--- config.mk ---
export PLATFORM = sky130hd
export DESIGN_NAME = complex_mul_arb
export DESIGN_NICKNAME = d
export VERILOG_FILES = /design/src/rtl/complex_mul_pkg.sv /design/src/rtl/complex_mul_arb_rr_arbiter.sv /design/src/rtl/complex_mul_arb.sv
export SDC_FILE = /design/constraint.sdc
export NUM_CORES = 1
export LEC_CHECK = 0
export ABC_CLOCK_PERIOD_IN_PS = 4900
export CAP_MARGIN = 20
export CORE_ASPECT_RATIO = 0.9
export CORE_MARGIN = 8
export CORE_UTILIZATION = 43
export CTS_BUF_LIST = sky130_fd_sc_hd__clkbuf_2
export CTS_CLUSTER_DIAMETER = 60
export DETAILED_ROUTE_END_ITERATION = 7
export PLACE_DENSITY = 0.89
export SLEW_MARGIN = 20
export SYNTH_ARGS = -nofsm -noshare
export SYNTH_HDL_FRONTEND = slang
export SYNTH_HIERARCHICAL = 1
export SYNTH_SLANG_ARGS = --single-unit
--- constraint.sdc ---
create_clock -name clk -period 4.9 [get_ports clk]
set_input_delay 0.98 -clock clk [delete_from_list [all_inputs] [get_ports clk]]
set_output_delay 0.98 -clock clk [all_outputs]
set_load 0.01 [all_outputs]
--- src/rtl/complex_mul_pkg.sv ---
// rtl/complex_mul_pkg.sv - shared defaults and tag type for complex_mul_arb
package complex_mul_pkg;

  localparam int DATA_LEN_DEF = 8;
  localparam int MUL_LAT_DEF  = 6;

  // Wide enough for the largest supported requester count (8)
  localparam int ID_W = 3;

  typedef struct packed {
    logic            valid;
    logic [ID_W-1:0] id;
  } tag_t;

endpackage

--- src/rtl/complex_mul_arb_rr_arbiter.sv ---
// rtl/complex_mul_arb_rr_arbiter.sv - round-robin one-hot grant from a request vector and pointer
module rr_arbiter #(
  parameter int NUM_REQ = 4,
  parameter int PTR_W   = (NUM_REQ > 1) ? $clog2(NUM_REQ) : 1
) (
  input  logic [NUM_REQ-1:0] req,
  input  logic [PTR_W-1:0]   ptr,
  output logic [NUM_REQ-1:0] gnt
);

  // Walk priority positions ptr, ptr+1, ... (mod NUM_REQ) and grant the first active request
  always_comb begin
    logic found;
    gnt   = '0;
    found = 1'b0;
    for (int k = 0; k < NUM_REQ; k++) begin
      for (int i = 0; i < NUM_REQ; i++) begin
        if (!found && req[i] && (((int'(ptr) + k) % NUM_REQ) == i)) begin
          gnt[i] = 1'b1;
          found  = 1'b1;
        end
      end
    end
  end

endmodule

--- src/rtl/complex_mul_arb.sv ---
// rtl/complex_mul_arb.sv - round-robin front end sharing one pipelined complex multiplier
module complex_mul_arb
  import complex_mul_pkg::*;
#(
  parameter int NUM_REQ  = 4,
  parameter int DATA_LEN = DATA_LEN_DEF,
  parameter int MUL_LAT  = MUL_LAT_DEF
) (
  input  logic                        clk,
  input  logic                        rst_n,
  input  logic                        en,
  input  logic [NUM_REQ-1:0]          req_vld,
  output logic [NUM_REQ-1:0]          req_rdy,
  input  logic [NUM_REQ*DATA_LEN-1:0] req_a1,
  input  logic [NUM_REQ*DATA_LEN-1:0] req_b1,
  input  logic [NUM_REQ*DATA_LEN-1:0] req_a2,
  input  logic [NUM_REQ*DATA_LEN-1:0] req_b2,
  output logic                        mul_in_vld,
  output logic [DATA_LEN-1:0]         mul_a1,
  output logic [DATA_LEN-1:0]         mul_b1,
  output logic [DATA_LEN-1:0]         mul_a2,
  output logic [DATA_LEN-1:0]         mul_b2,
  output logic                        mul_rst,
  input  logic                        mul_out_vld,
  input  logic [2*DATA_LEN-1:0]       mul_a_out,
  input  logic [2*DATA_LEN-1:0]       mul_b_out,
  output logic [NUM_REQ-1:0]          res_vld,
  output logic [2*DATA_LEN-1:0]       res_a,
  output logic [2*DATA_LEN-1:0]       res_b,
  output logic                        idle,
  output logic                        err
);

  localparam int PTR_W = (NUM_REQ > 1) ? $clog2(NUM_REQ) : 1;
  localparam int CNT_W = $clog2(MUL_LAT + 2);
  localparam logic [CNT_W-1:0] CNT_MAX = CNT_W'(MUL_LAT + 1);

  logic [PTR_W-1:0]    ptr;
  logic [PTR_W-1:0]    ptr_next;
  logic [NUM_REQ-1:0]  gnt;
  logic                xfer;
  logic [ID_W-1:0]     gnt_id;
  logic [DATA_LEN-1:0] sel_a1, sel_b1, sel_a2, sel_b2;
  tag_t                tag_q [MUL_LAT+1];
  tag_t                tag_out;
  logic [CNT_W-1:0]    inflight;
  logic [CNT_W-1:0]    mask_cnt;
  logic                masked;
  logic                res_hit;
  logic                tag_err;
  logic [NUM_REQ-1:0]  res_sel;

  rr_arbiter #(
    .NUM_REQ(NUM_REQ),
    .PTR_W  (PTR_W)
  ) u_rr_arbiter (
    .req(req_vld),
    .ptr(ptr),
    .gnt(gnt)
  );

  assign req_rdy = (en && rst_n) ? gnt : '0;
  assign xfer    = |(req_vld & req_rdy);
  assign tag_out = tag_q[MUL_LAT];
  assign masked  = (mask_cnt != '0);
  assign res_hit = !masked && mul_out_vld && tag_out.valid;
  assign tag_err = !masked && (mul_out_vld != tag_out.valid);
  assign idle    = (inflight == '0) && !(|req_rdy);

  // Encode the accepted requester, its successor pointer and its operand slices
  always_comb begin
    gnt_id   = '0;
    ptr_next = ptr;
    sel_a1   = '0;
    sel_b1   = '0;
    sel_a2   = '0;
    sel_b2   = '0;
    for (int i = 0; i < NUM_REQ; i++) begin
      if (req_rdy[i]) begin
        gnt_id   = ID_W'(i);
        ptr_next = PTR_W'((i + 1) % NUM_REQ);
        sel_a1   = req_a1[i*DATA_LEN +: DATA_LEN];
        sel_b1   = req_b1[i*DATA_LEN +: DATA_LEN];
        sel_a2   = req_a2[i*DATA_LEN +: DATA_LEN];
        sel_b2   = req_b2[i*DATA_LEN +: DATA_LEN];
      end
    end
  end

  // Decode the tag-line owner into a one-hot result strobe
  always_comb begin
    res_sel = '0;
    for (int i = 0; i < NUM_REQ; i++) begin
      res_sel[i] = (tag_out.id == ID_W'(i));
    end
  end

  // Pointer moves just past the requester that was served
  always_ff @(posedge clk) begin
    if (!rst_n) begin
      ptr <= '0;
    end else if (xfer) begin
      ptr <= ptr_next;
    end
  end

  // Operand register feeding the shared multiplier; operands hold between issues
  always_ff @(posedge clk) begin
    if (!rst_n) begin
      mul_in_vld <= 1'b0;
      mul_a1     <= '0;
      mul_b1     <= '0;
      mul_a2     <= '0;
      mul_b2     <= '0;
    end else begin
      mul_in_vld <= xfer;
      if (xfer) begin
        mul_a1 <= sel_a1;
        mul_b1 <= sel_b1;
        mul_a2 <= sel_a2;
        mul_b2 <= sel_b2;
      end
    end
  end

  // Multiplier reset is rst_n inverted through one register
  always_ff @(posedge clk) begin
    mul_rst <= !rst_n;
  end

  // Tag line shadows the multiplier pipeline so each result finds its owner
  always_ff @(posedge clk) begin
    if (!rst_n) begin
      for (int k = 0; k <= MUL_LAT; k++) begin
        tag_q[k] <= '0;
      end
    end else begin
      tag_q[0].valid <= xfer;
      tag_q[0].id    <= gnt_id;
      for (int k = 1; k <= MUL_LAT; k++) begin
        tag_q[k] <= tag_q[k-1];
      end
    end
  end

  // Stale multiplier output from before reset is ignored for MUL_LAT+1 cycles
  always_ff @(posedge clk) begin
    if (!rst_n) begin
      mask_cnt <= CNT_MAX;
    end else if (masked) begin
      mask_cnt <= mask_cnt - CNT_W'(1);
    end
  end

  // In-flight count: issue adds one, retirement off the tag line removes one
  always_ff @(posedge clk) begin
    if (!rst_n) begin
      inflight <= '0;
    end else begin
      case ({xfer, tag_out.valid})
        2'b10: if (inflight != CNT_MAX) inflight <= inflight + CNT_W'(1);
        2'b01: if (inflight != '0)      inflight <= inflight - CNT_W'(1);
        default: ;
      endcase
    end
  end

  // Result register and sticky strobe/tag disagreement flag
  always_ff @(posedge clk) begin
    if (!rst_n) begin
      res_vld <= '0;
      res_a   <= '0;
      res_b   <= '0;
      err     <= 1'b0;
    end else begin
      res_vld <= res_hit ? res_sel : '0;
      if (res_hit) begin
        res_a <= mul_a_out;
        res_b <= mul_b_out;
      end
      if (tag_err) begin
        err <= 1'b1;
      end
    end
  end

endmodule

==> out/results.ini <==
[final_layout]
synthToLayoutAreaGrowth_pct = 57.6
drive_above_1_share_pct = 5.74
layout.area.seq_mm2 = 0.00198
final_nets = 932
fillerInstances = 817
fin_area_mm2 = 0.00693
area_of_combinational_cells_with_multiple_inputs_mm2 = 0.00214

[floorplanning]
floorplan.initialDensity_pct = 43.5
top_level_ports = 244
die_x_um = 123
dieArea_mm2 = 0.0137
die_h_um = 112
std_cell_rows = 35
fp.coreArea_mm2 = 0.0101

[setup_path]
worstPathMaxFanout = 6
cp_data_arrival_time_ns = 3.35
crit_required_ns = 3.92
crit_path_end_kind = output pin
startpoint_type = input port
worst-setup-path-type = in -> out

[synthesis]
yosys.area_share.simple_pct = 20.3
synth_xor_area_share_pct = 0.398
synth_top_cells_by_count = sky130_fd_sc_hd__dfxtp_1, sky130_fd_sc_hd__nand2_1, sky130_fd_sc_hd__a21oi_1, sky130_fd_sc_hd__nor2_1
sequential_fraction_of_the_synthesis_area_pct = 45.1
postSynthCellCount = 547
synth_warnings = 6
post_synth.cell_area_avg_um2 = 8.04
cell_type_contributing_the_most_total_cell_area_after_synthesis = sky130_fd_sc_hd__dfxtp_1
synth-async-reset-ratio_pct = 0
synth_compound_area_share_pct = 26.1
synth_adder_area_share_pct = 1.02
synth_seq_cells = 99
synthesized_area_mm2 = 0.00440
synthDominantCellAreaShare_pct = 45.1
number_of_flops_mapped_to_enable_cells_by_yosys = 0
leading_register_cell_type_out_of_synthesis = sky130_fd_sc_hd__dfxtp_1
postSynthNetCount = 718
yosys-mux-area-fraction_pct = 0.484
most_common_cell_in_the_synthesized_netlist = sky130_fd_sc_hd__dfxtp_1
synth_top_family_by_area = compound AO/OA/AOI/OAI gates
yosysUniqueCellTypes = 43
synth.area.top_cells = sky130_fd_sc_hd__dfxtp_1, sky130_fd_sc_hd__a21oi_1, sky130_fd_sc_hd__nand2_1

[sta]
slew-limit-headroom_pct = 56.7
fraction_of_the_cycle_the_final_worst_path_needs_pct = 88.3
grt_setup_unrepaired = no
post-route-min-period_ns = 4.33
setup-violations-final = 0
tightestPinTransition_ns = 0.649
setup_total_negative_slack_ns = 0
achievable_clock_frequency_mhz = 231
clock-skew-final_ns = 0.0503
hold_viol_final = 0
finalMaxSlewViolations = 0

[clock_tree]
postCtsSetupBuffers = 0
cts-buffers-inserted = 9
ctsLongestPathBuffers = 2
worst_setup_hold_path_clk_slew_ns = 0.28
buffer_type_at_the_clock_tree_root = sky130_fd_sc_hd__clkbuf_2
tritoncts = yes
worst_skew_pair.late_latency_ns = 0.56
clock_sinks = 99
cts.hold.buffers_added = 0
ctsResizeCount = 0
clock_tree.htree_level_count = 3

[global_route]
grt_start_max_net_pins = 42
via_count_of_the_first_global_routing_pass = 5066
grt_use_total_pct = 22.7
grt_first_pass_wirelength_mm = 25.0
number_of_antenna_violations_at_the_first_check_in_global_routing = 1
grt_overflow = 0

[hold_path]
hold_path_class = reg -> reg

[placed_design]
place.port_buffers = 243
gp_congestion = 0.857
dpl.hpwl_mm = 12.5
dpl-instance-area_mm2 = 0.00681

[pwr]
leakage_nw = 2.38
total_power_consumption_mw = 1.49
power-per-cell-area_mw_per_mm2 = 215
peakVddDrop_mv = 0.120

[detailed_routing]
route.vias.total = 4967
wl_per_cell_um = 18.0
drt_drc_violations_left = 0
detail_route.iter0.violations = 433
vias_per_cell = 5.54
drt_pass1_iterations = 7
postRouteWirelength_mm = 16.2
drt.antenna.violating_nets = 0

[outcome]
run_status = completed

[job]
drv_cap = 0

## where the power goes
part | internal (mW) | switching, mW | total, mW
sequential | 0.822 | 0.00790 | 0.830
clock | 0.0842 | 0.299 | 0.383
combinational | 0.170 | 0.111 | 0.281
## final cells by class
class,count,share of cell area [%]
clock inverter,7,1.01
inverter,11,0.596
tap,129,2.33
antenna,1,0.0361
clock buffer,9,0.650
multi-input combinational,388,30.8
sequential,99,28.6
timing repair buffer,252,36.0
## flip-flops by register name (all words and copies together) (netlist names)
register	cells
mul_b2	8
err	1
mul_a2	8
inflight	3
res_a	16
res_b	16
tag_q	21
res_vld	4
mul_b1	8
ptr	2
mul_a1	8
mask_cnt	3
mul_rst	1
## per-layer routing
layer	routed length (um)	global-route usage [%]	vias to the layer above
met5	0	0	-
met4	584	10.5	0
met3	2060	9.86	45
met2	7780	39.3	258
met1	5730	22.9	2311
li1	-	-	2353
## worst max-delay path, stage by stage
cell	delay [ns]
sky130_fd_sc_hd__clkdlybuf4s50_1	0.56
sky130_fd_sc_hd__nor2b_4	0.19
sky130_fd_sc_hd__nor3_1	0.06
sky130_fd_sc_hd__o31a_1	0.31
sky130_fd_sc_hd__nor2_1	0.21
sky130_fd_sc_hd__a21oi_1	0.12
sky130_fd_sc_hd__nor4_1	0.25
sky130_fd_sc_hd__clkdlybuf4s50_1	0.66
## logic make-up after synthesis
logic type | after synthesis
AO/OA/AOI/OAI | 186
AND/OR/NAND/NOR | 195
multiplexers | 2
XOR/XNOR | 2
flip-flops | 99
adder cells (fa/ha/maj) | 3
buffers and inverters | 60
## metrics by stage
step	instances	hold slack (ns)	setup slack, ns	utilization [%]
6_report	896	0.463	0.572	68.5
3_5_place_dp	879	0.420	0.620	67.3
4_1_cts	895	0.459	0.616	68.4
2_1_floorplan	547	0.412	1.56	-
5_1_grt	896	0.475	0.507	68.5
3_3_place_gp	879	0.414	0.750	67.3
## final timing paths
| kind | start | to | slack, ns | depth (start not counted) |
|---|---|---|---|---|
| worst max-delay path | req_vld[0] | idle | 0.57 | 8 |
| worst min-delay path | tag_q[3][0] | tag_q[4][0] | 0.46 | 1 |
| worst max register to register | ptr[1] | inflight[2] | 1.99 | 12 |
| worst min register to register | tag_q[3][0] | tag_q[4][0] | 0.46 | 1 |
## cell usage in the layout (no fill, tap or decap), types with 4 or more instances in the layout
cell type                           n
sky130_fd_sc_hd__a21oi_1           72
sky130_fd_sc_hd__a221oi_1          25
sky130_fd_sc_hd__a221oi_2           8
sky130_fd_sc_hd__and2_1            20
sky130_fd_sc_hd__and3_1             4
sky130_fd_sc_hd__buf_4              9
sky130_fd_sc_hd__clkbuf_2           9
sky130_fd_sc_hd__clkdlybuf4s50_1  242
sky130_fd_sc_hd__dfxtp_1           99
sky130_fd_sc_hd__inv_1              9
sky130_fd_sc_hd__nand2_1           76
sky130_fd_sc_hd__nand3_1           36
sky130_fd_sc_hd__nor2_1            41
sky130_fd_sc_hd__nor4_1             5
sky130_fd_sc_hd__o21ai_0           37
sky130_fd_sc_hd__o21ai_1           31
(Power assumes the default switching activity.)
